**config.mk**
```make
export PLATFORM = sky130hd
export DESIGN_NAME = vga_vtim_gen
export DESIGN_NICKNAME = d
export VERILOG_FILES = /design/src/rtl/vga_vtim_gen_pkg.sv /design/src/rtl/vga_vtim_gen_shadow.sv /design/src/rtl/vga_vtim_gen.sv
export SDC_FILE = /design/constraint.sdc
export NUM_CORES = 1
export LEC_CHECK = 0
export BUFFER_PORTS_ARGS = -buffer_cell sky130_fd_sc_hd__buf_4
export CAP_MARGIN = 5
export CORE_MARGIN = 1
export CORE_UTILIZATION = 55
export DETAILED_ROUTE_END_ITERATION = 6
export PLACE_DENSITY = 0.75
export RECOVER_POWER = 50
export SETUP_SLACK_MARGIN = 0.5
export SLEW_MARGIN = 10
export SYNTH_ARGS = -nofsm -noshare
export SYNTH_HDL_FRONTEND = slang
export SYNTH_SLANG_ARGS = --single-unit
```
**constraint.sdc**
```tcl
create_clock -name clk -period 6.4 [get_ports clk]
set_input_delay 1.28 -clock clk [delete_from_list [all_inputs] [get_ports clk]]
set_output_delay 1.28 -clock clk [all_outputs]
set_load 0.01 [all_outputs]
```
**src/rtl/vga_vtim_gen_pkg.sv**
```systemverilog
// +--------------------------------------------------------------------+
// | vga_vtim_gen_pkg: shared widths and state encoding for vga_vtim_gen |
// | rev 1.0                                                            |
// +--------------------------------------------------------------------+
`default_nettype none

package vga_vtim_gen_pkg;

  localparam int unsigned SW_DEF = 8;
  localparam int unsigned GW_DEF = 16;

  typedef enum logic [0:0] {
    ST_PRE = 1'b0,
    ST_RUN = 1'b1
  } state_e;

endpackage

`default_nettype wire

```
**src/rtl/vga_vtim_gen_shadow.sv**
```systemverilog
// +--------------------------------------------------------------------+
// | vga_vtim_gen_shadow: period-start shadow bank, G0/G1 and Ovf       |
// | rev 1.0                                                            |
// +--------------------------------------------------------------------+
`default_nettype none

module vga_vtim_gen_shadow
  import vga_vtim_gen_pkg::*;
#(
  parameter int unsigned SW = SW_DEF,
  parameter int unsigned GW = GW_DEF
) (
  input  logic          clk,
  input  logic          rst,
  input  logic          load_i,
  input  logic          pol_i,
  input  logic [SW-1:0] tsync_i,
  input  logic [SW-1:0] tgdel_i,
  input  logic [GW-1:0] tgate_i,
  input  logic [GW-1:0] tlen_i,
  output logic          pol_o,
  output logic [SW-1:0] tsync_o,
  output logic [GW-1:0] tlen_o,
  output logic [GW:0]   g0_o,
  output logic [GW:0]   g1_o,
  output logic          ovf_o
);

  localparam int unsigned EW = GW + 1;

  logic [GW:0]   g0_d;
  logic [GW:0]   g1_d;
  logic          pol_q;
  logic [SW-1:0] tsync_q;
  logic [GW-1:0] tlen_q;
  logic [GW:0]   g0_q;
  logic [GW:0]   g1_q;
  logic          ovf_q;

  // One extra bit so the gate bounds never wrap.
  always_comb begin
    g0_d = EW'(tsync_i) + EW'(tgdel_i) + EW'(2);
    g1_d = g0_d + EW'(tgate_i);
  end

  always_ff @(posedge clk) begin
    if (rst) begin
      pol_q   <= 1'b0;
      tsync_q <= '0;
      tlen_q  <= '0;
      g0_q    <= '0;
      g1_q    <= '0;
      ovf_q   <= 1'b0;
    end else if (load_i) begin
      pol_q   <= pol_i;
      tsync_q <= tsync_i;
      tlen_q  <= tlen_i;
      g0_q    <= g0_d;
      g1_q    <= g1_d;
      if (g1_d > {1'b0, tlen_i}) begin
        ovf_q <= 1'b1;
      end
    end
  end

  assign pol_o   = pol_q;
  assign tsync_o = tsync_q;
  assign tlen_o  = tlen_q;
  assign g0_o    = g0_q;
  assign g1_o    = g1_q;
  assign ovf_o   = ovf_q;

endmodule

`default_nettype wire

```
**src/rtl/vga_vtim_gen.sv**
```systemverilog
// +--------------------------------------------------------------------+
// | vga_vtim_gen: one axis of video timing (sync, gate, done, pos)     |
// | rev 1.0                                                            |
// +--------------------------------------------------------------------+
`default_nettype none

module vga_vtim_gen
  import vga_vtim_gen_pkg::*;
#(
  parameter int unsigned SW = SW_DEF,
  parameter int unsigned GW = GW_DEF
) (
  input  logic          clk,
  input  logic          rst,
  input  logic          ena,
  input  logic          pol,
  input  logic [SW-1:0] Tsync,
  input  logic [SW-1:0] Tgdel,
  input  logic [GW-1:0] Tgate,
  input  logic [GW-1:0] Tlen,
  output logic          Sync,
  output logic          Gate,
  output logic          Last,
  output logic          Done,
  output logic [GW-1:0] Pos,
  output logic          Ovf
);

  state_e        state_q;
  logic [GW-1:0] k_q, k_d;
  logic [GW:0]   k_ext;
  logic          period_start;

  logic          pol_sh;
  logic [SW-1:0] tsync_sh;
  logic [GW-1:0] tlen_sh;
  logic [GW:0]   g0_sh, g1_sh;

  logic          sync_q, sync_d;
  logic          gate_q, gate_d;
  logic          last_q, last_d;
  logic          done_q, done_d;
  logic [GW-1:0] pos_q, pos_d;

  vga_vtim_gen_shadow #(
    .SW(SW),
    .GW(GW)
  ) u_shadow (
    .clk    (clk),
    .rst    (rst),
    .load_i (period_start),
    .pol_i  (pol),
    .tsync_i(Tsync),
    .tgdel_i(Tgdel),
    .tgate_i(Tgate),
    .tlen_i (Tlen),
    .pol_o  (pol_sh),
    .tsync_o(tsync_sh),
    .tlen_o (tlen_sh),
    .g0_o   (g0_sh),
    .g1_o   (g1_sh),
    .ovf_o  (Ovf)
  );

  // At k=0 only pol and Tlen==0 matter (G0 >= 2), so the live inputs suffice.
  always_comb begin
    period_start = ena && ((state_q == ST_PRE) || (k_q == tlen_sh));
    k_d          = period_start ? '0 : k_q + GW'(1);
    k_ext        = {1'b0, k_d};
    sync_d       = pol;
    gate_d       = 1'b0;
    last_d       = 1'b0;
    done_d       = (Tlen == '0);
    pos_d        = '0;
    if (!period_start) begin
      sync_d = (k_d <= GW'(tsync_sh)) ? pol_sh : ~pol_sh;
      gate_d = (k_ext >= g0_sh) && (k_ext <= g1_sh);
      last_d = gate_d && ((k_ext == g1_sh) || (k_d == tlen_sh));
      done_d = (k_d == tlen_sh);
      pos_d  = gate_d ? (k_d - g0_sh[GW-1:0]) : '0;
    end
  end

  always_ff @(posedge clk) begin
    if (rst) begin
      state_q <= ST_PRE;
      k_q     <= '0;
      sync_q  <= 1'b0;
      gate_q  <= 1'b0;
      last_q  <= 1'b0;
      done_q  <= 1'b0;
      pos_q   <= '0;
    end else if (ena) begin
      state_q <= ST_RUN;
      k_q     <= k_d;
      sync_q  <= sync_d;
      gate_q  <= gate_d;
      last_q  <= last_d;
      done_q  <= done_d;
      pos_q   <= pos_d;
    end
  end

  assign Sync = (state_q == ST_PRE) ? ~pol : sync_q;
  assign Gate = gate_q;
  assign Last = last_q;
  assign Done = done_q;
  assign Pos  = pos_q;

endmodule

`default_nettype wire

```
## Yosys cells after proc, flatten, opt, wreduce, memory -nomap -nowiden

Cells that the tools add are included.

| word-level totals | value |
|---|---|
| register bits | 97 |
| input bits | 52 |
| word-level logic and storage cells | 44 |

| operators by class | value |
|---|---|
| add/sub/neg operators | 5 |
| order comparisons | 4 |
| equal/unequal tests | 3 |
| muxes and demuxes | 9 |
| bitwise gates (word level) | 3 |
| reductions and logical operators | 7 |

Operators with widths:

| operator | number |
|---|---|
| 2-to-1 mux 16 bit | 3 |
| equality test 16 bit | 2 |
| adder 17 x 16 -> 17 bit | 1 |
| adder 17 x 2 -> 17 bit, second input constant | 1 |
| equality test 16 x 17 -> 1 bit | 1 |
| greater-or-equal comparator 16 x 17 -> 1 bit | 1 |
| > comparator 17 x 16 -> 1 bit | 1 |
| less-or-equal comparator 16 x 17 -> 1 bit | 1 |
| adder 16 x 1 -> 16 bit, second input constant | 1 |
| less-or-equal comparator 16 x 8 -> 1 bit | 1 |
| logical NOT 16 bit | 1 |
| subtractor 16 bit | 1 |
| adder 8 x 8 -> 9 bit | 1 |
| 2-to-1 mux 1 bit | 6 |
| logical AND 1 bit | 3 |
| inverter 1 bit | 3 |
| logical OR 1 bit | 2 |
| AND reduction 2 bit | 1 |

## Logic depth before layout (Yosys ltp)

| depth | value |
|---|---|
| word-level depth | 8 |
| mapped depth | 23 |
| mapped depth without buffers | 23 |

## Hierarchy

A second synthesis with hierarchy kept.

| second synthesis, totals | value |
|---|---|
| cells, all modules | 897 |
| area, all modules | 7265.7 µm² |

Modules (own cells, without submodules):

| module | instances | cells each | area an instance (µm²) | seq. area each (µm²) |
|---|---|---|---|---|
| vga_vtim_gen | 1 | 495 | 3751.1 | 740.7 |
| vga_vtim_gen_shadow | 1 | 402 | 3514.6 | 1061.0 |

## Least setup slack after synthesis

Ideal clock, no wire load.

| timing | value |
|---|---|
| kind | input port to flip-flop |
| start point | in Tsync[0] |
| end point | reg u_shadow.ovf_q, in the netlist u_shadow.ovf_o |
| library setup time | 0.129 ns |
| arrival time | 5.315 ns |
| data required time | 6.271 ns |
| path slack | 0.957 ns |
| stages on the path | 22 |
| cells stage by stage | ha_1 > fa_1 > a21o_1 > a21oi_1 > o21bai_1 > a21oi_1 > xor2_1 > nor3_1 > xor2_1 > ha_1 > a21oi_1 > o21a_1 > o21ai_0 > xor2_1 > ha_1 > a21o_1 > a21o_1 > a21oi_1 > o21ai_0 > a21oi_1 > o21ai_0 > o2bb2ai_1 |

| on the way | value |
|---|---|
| word-level cells in the longest chain between the ends | 5 |

RTL lines:

| element | line | RTL |
|---|---|---|
| start: declaration | vga_vtim_gen.sv:17 | `input logic [SW-1:0] Tsync,` |
| adder 8 x 8 -> 9 bit | vga_vtim_gen_shadow.sv:42 | `g0_d = EW'(tsync_i) + EW'(tgdel_i) + EW'(2);` |
| adder 17 x 2 -> 17 bit | vga_vtim_gen_shadow.sv:42 |  |
| named net u_shadow.g0_d[7] | vga_vtim_gen_shadow.sv:31 | `logic [GW:0] g0_d;` |
| adder 17 x 16 -> 17 bit | vga_vtim_gen_shadow.sv:43 | `g1_d = g0_d + EW'(tgate_i);` |
| named net u_shadow.g1_d[10] | vga_vtim_gen_shadow.sv:32 | `logic [GW:0] g1_d;` |
| > comparator 17 x 16 -> 1 bit | vga_vtim_gen_shadow.sv:60 | `if (g1_d > {1'b0, tlen_i}) begin` |
| AND reduction 2 bit (no line) | -- |  |
| end signal: assignment | vga_vtim_gen_shadow.sv:53 | `ovf_q <= 1'b0;` |
| end signal: assignment | vga_vtim_gen_shadow.sv:61 | `ovf_q <= 1'b1;` |
| end: declaration | vga_vtim_gen_shadow.sv:38 | `logic ovf_q;` |

The timed path passes the listed nets, and every way through them passes these cells.
A chain may end at the register's enable or synchronous reset.

## Final worst setup path

| timing | value |
|---|---|
| start point | in ena |
| end point | reg pos_q[9], in the netlist Pos[9] |

| on the way | value |
|---|---|
| word-level cells in the longest chain between the ends | 6 |
| elaborated cells on any way between the ends | 8 |

RTL lines:

| element | line | RTL |
|---|---|---|
| start: declaration | vga_vtim_gen.sv:15 | `input logic ena,` |
| logical AND 1 bit (*) | vga_vtim_gen.sv:67 | `period_start = ena && ((state_q == ST_PRE) \|\| (k_q == tlen_sh));` |
| 2-to-1 mux 16 bit (*) | vga_vtim_gen.sv:68 | `k_d = period_start ? '0 : k_q + GW'(1);` |
| named net k_d[14] | vga_vtim_gen.sv:30 | `logic [GW-1:0] k_q, k_d;` |
| greater-or-equal comparator 16 x 17 -> 1 bit / less-or-equal comparator 16 x 17 -> 1 bit (equally long branches) | vga_vtim_gen.sv:77 | `gate_d = (k_ext >= g0_sh) && (k_ext <= g1_sh);` |
| logical AND 1 bit (*) | vga_vtim_gen.sv:77 |  |
| 2-to-1 mux 16 bit (*) | vga_vtim_gen.sv:80 | `pos_d = gate_d ? (k_d - g0_sh[GW-1:0]) : '0;` |
| 2-to-1 mux 16 bit (*) | vga_vtim_gen.sv:75 | `if (!period_start) begin` |
| end signal: assignment | vga_vtim_gen.sv:100 | `pos_q <= pos_d;` |
| end: declaration | vga_vtim_gen.sv:43 | `logic [GW-1:0] pos_q, pos_d;` |

The timed path passes the listed nets; every way through them passes the cells marked *.

==> run metrics <==
outcome=finished with violations; failing checks=capacitance limit, slew limit; first-pass GRT wire length=30100 um; share of layout cells above drive strength 1=10.0%; kind of critical path=in2reg; Rel. slew slack=-33.1%; clock sinks=90; initial antenna violation count=0; type of origin of the critical path=input pin; Worst Skew=13.1 ps; largest net degree at the start of global routing=90; CP Data Arrival Time=5820 ps; max-slew violations=46; Clock power frac=29.9%; Max IR drop VDD=133 uV; area delta synth->final=10.7%; Synth warnings=0; FP Rows=41; DIE HEIGHT=116 um; crit-path max cell delay=850 ps; initial DRC count=582; hold worst-path end=u_shadow.tsync_o[5]; H-Tree Depth=3; Post-CTS Hold Buffers=0; Post-Synthesis Cells=905; Final WS setup=852 ps; Slew @ Worst Pin=2000 ps; Setup WS pre-CTS=362 ps; Seq pwr share=34.6%; CP most frequent cell=nor2_1; Top Ports=73; # setup viols final=0; Fillers=1142; Logic pwr share=35.5%; DIE WIDTH=116 um; clock slew seen by the registers of the worst setup and hold paths=70 ps; DR vias/cell=5.83; CTS tree=done; Required @ worst endpoint=6670 ps; synthesized flop and latch total=90; Placer Congestion=0.907; worst reg2reg path depth=14; worst reg2reg startpoint=k_q[5]; Seq/Total Area, Yosys=25.4%; setup total negative slack=0 ps; Pint=0.00117 W; hold_sp=u_shadow.tsync_o[5]; GRT Overall Usage=29.0%; CTS Root Cell=clkbuf_16; final hold vios=0; Design Area, Final=7850 sq um; grt total ovfl=0; area of the die=13300 sq um; WHS Path Cells=2; unique cell type count in the Yosys netlist=78; sw frac=35.6%; synthesized cell area=7090 sq um; Nets=1071; DRT Pass-1 Iters=5; CTS max path bufs=2; I/O Buffers=72; fraction of registers with async set or reset after synthesis=0%; vias in the first global route=5851; prevailing post-synth register cell=dfxtp_1; EDFF count, synth=0; Max Clock Freq=180 MHz; minimum clock period=5550 ps; HP Class=reg2reg; RSZ-0062 raised after global routing=no; Pwr Total=0.00182 W; PD cells=232 nW/um^2; P_sw=0.000648 W; DP Wirelength=13900 um; Synthesized Nets=1032; core area=12600 sq um; CTS buffer count=9; reg2reg setup slack=1160 ps; Starting Density=56.4%; crit path max-delay cell type=clkbuf_1; diode count=0; syn_area_per_cell=7.83 sq um; Worst Setup End Kind=flip-flop; sequence of cells on the critical path=clkbuf_1, inv_1, nor2_1, buf_4, nor2_1, ha_1, and4b_1, nor4b_1, nand2_1, a211oi_1, o21ai_0, or4_1, a21oi_1; DR vias=6538; DRT antenna net count=0; Final Cycle Share=86.7%; Static Leak=3.30 nW; DRC=0; Setup Buffers After CTS=0; post-placement cell area=7620 sq um; Clock Latency Late Sink=360 ps; Reg2Reg Capture Point=Pos[9]; cts repair resizes=0; WL final=18300 um; maxcap violations=1; Crit Path Max Fanout=25; WL/cell=16.3 um
[worst max-delay path by stage]
stage | slack [ps] | endpoint | startpoint
after floorplan | 960 | u_shadow.ovf_o | Tsync[0]
after global placement | 550 | u_shadow.ovf_o | Tsync[0]
after detailed placement | 360 | u_shadow.ovf_o | Tsync[0]
after CTS | 730 | u_shadow.ovf_o | Tsync[0]
after global routing | 510 | u_shadow.ovf_o | Tsync[0]
final | 850 | Pos[9] | ena
[area by class of cell]
cell class / instances / area [sq um] / share of cell area, %
Clock buffer: 9 / 225 / 2.87
Clock inverter: 7 / 76.3 / 0.973
Inverter: 70 / 263 / 3.35
Multi-Input combinational cell: 695 / 4770 / 60.7
Sequential cell: 90 / 1800 / 23.0
Tap cell: 172 / 215 / 2.74
Timing Repair Buffer: 78 / 499 / 6.36
[metal layers]
metal	track usage [%]	wire length [um]	vias up
li1	-	-	3288
met5	0	0	-
met1	42.6	9030	3009
met4	11.0	388	0
met2	42.8	7820	217
met3	4.13	1090	24
[sequential cells by signal (all words and copies together) (netlist names)]
register / cells
u_shadow.g1_o: 17
Pos: 16
k_q: 16
u_shadow.tlen_o: 16
u_shadow.g0_o: 10
u_shadow.tsync_o: 8
Done: 1
Gate: 1
Last: 1
state_q: 1
sync_q: 1
u_shadow.ovf_o: 1
u_shadow.pol_o: 1
[through the flow]
step	cells	util, %	hold slack [ps]
2_1_floorplan	905	-	436
5_1_grt	1121	62.4	476
3_5_place_dp	1105	60.6	447
3_3_place_gp	1105	60.6	442
4_1_cts	1121	63.0	456
6_report	1121	62.4	455
[power groups by stage]
stage / combinational (W) / sequential (W) / clock [W]
final: 0.000646 / 0.000629 / 0.000543
after detailed placement: 0.000640 / 0.000641 / 0
after CTS: 0.000646 / 0.000628 / 0.000553
after global placement: 0.000629 / 0.000640 / 0
after global routing: 0.000729 / 0.000633 / 0.000576
after floorplan: 0.000484 / 0.000633 / 0
[synthesized netlist by cell type (all sizes together) (3+ instances only)]
cell / n / area (sq um)
xor2: 26 / 228
a211oi: 13 / 103
nand2: 119 / 449
a21oi: 104 / 524
ha: 72 / 901
or3: 5 / 31.3
fa: 3 / 60.1
nor2b: 7 / 43.8
o21bai: 5 / 37.5
xnor2: 40 / 380
dfxtp: 90 / 1800
o211ai: 6 / 45.0
nand4: 25 / 190
a21o: 22 / 165
nor3b: 3 / 22.5
inv: 70 / 263
xnor3: 3 / 67.6
clkbuf: 30 / 113
nor4: 13 / 87.6
or4: 6 / 48.8
o21ai: 34 / 170
nand2b: 3 / 18.8
o31a: 3 / 26.3
and3: 5 / 31.3
o211a: 5 / 50.1
a31oi: 4 / 25.0
o221ai: 3 / 26.3
a32oi: 7 / 61.3
a22oi: 3 / 22.5
o21a: 11 / 82.6
a22o: 3 / 26.3
o31ai: 4 / 35.0
and2: 5 / 31.3
nor2: 61 / 239
nor3: 18 / 90.1
a21boi: 5 / 37.5
buf: 20 / 156
nand3: 21 / 115
[worst max-delay path, delay by kind of cell]
kind | cells | cell delay (ps)
adder cells (fa/ha/maj) | 1 | 300
AND/OR/NAND/NOR | 6 | 2110
AO/OA/AOI/OAI | 3 | 730
buffers and inverters | 3 | 1390
[layout by cell type, fill, tap and decap left out, drive strengths merged, types with 6 or more instances in the layout]
cell	instances
xor2	26
o211ai	6
nand2	119
a21oi	104
ha	72
xnor2	40
a32oi	7
nand3	21
a21o	22
nor4	13
o21a	11
nand4	25
nor3	18
dfxtp	90
or4	6
a211oi	13
nor2	61
o21ai	34
buf	55
inv	72
clkbuf	32
nor2b	7
[kinds of logic (layout without fill, tap and decap cells)]
family / Yosys count / after routing / share of synthesized area, %
AND/OR/NAND/NOR: 299 / 299 / 20.8
buffers and inverters: 120 / 164 / 7.50
flip-flops: 90 / 90 / 25.4
AO/OA/AOI/OAI: 252 / 252 / 23.2
adder cells (fa/ha/maj): 75 / 75 / 13.6
XOR/XNOR: 69 / 69 / 9.53
(Power assumes the default switching activity.)
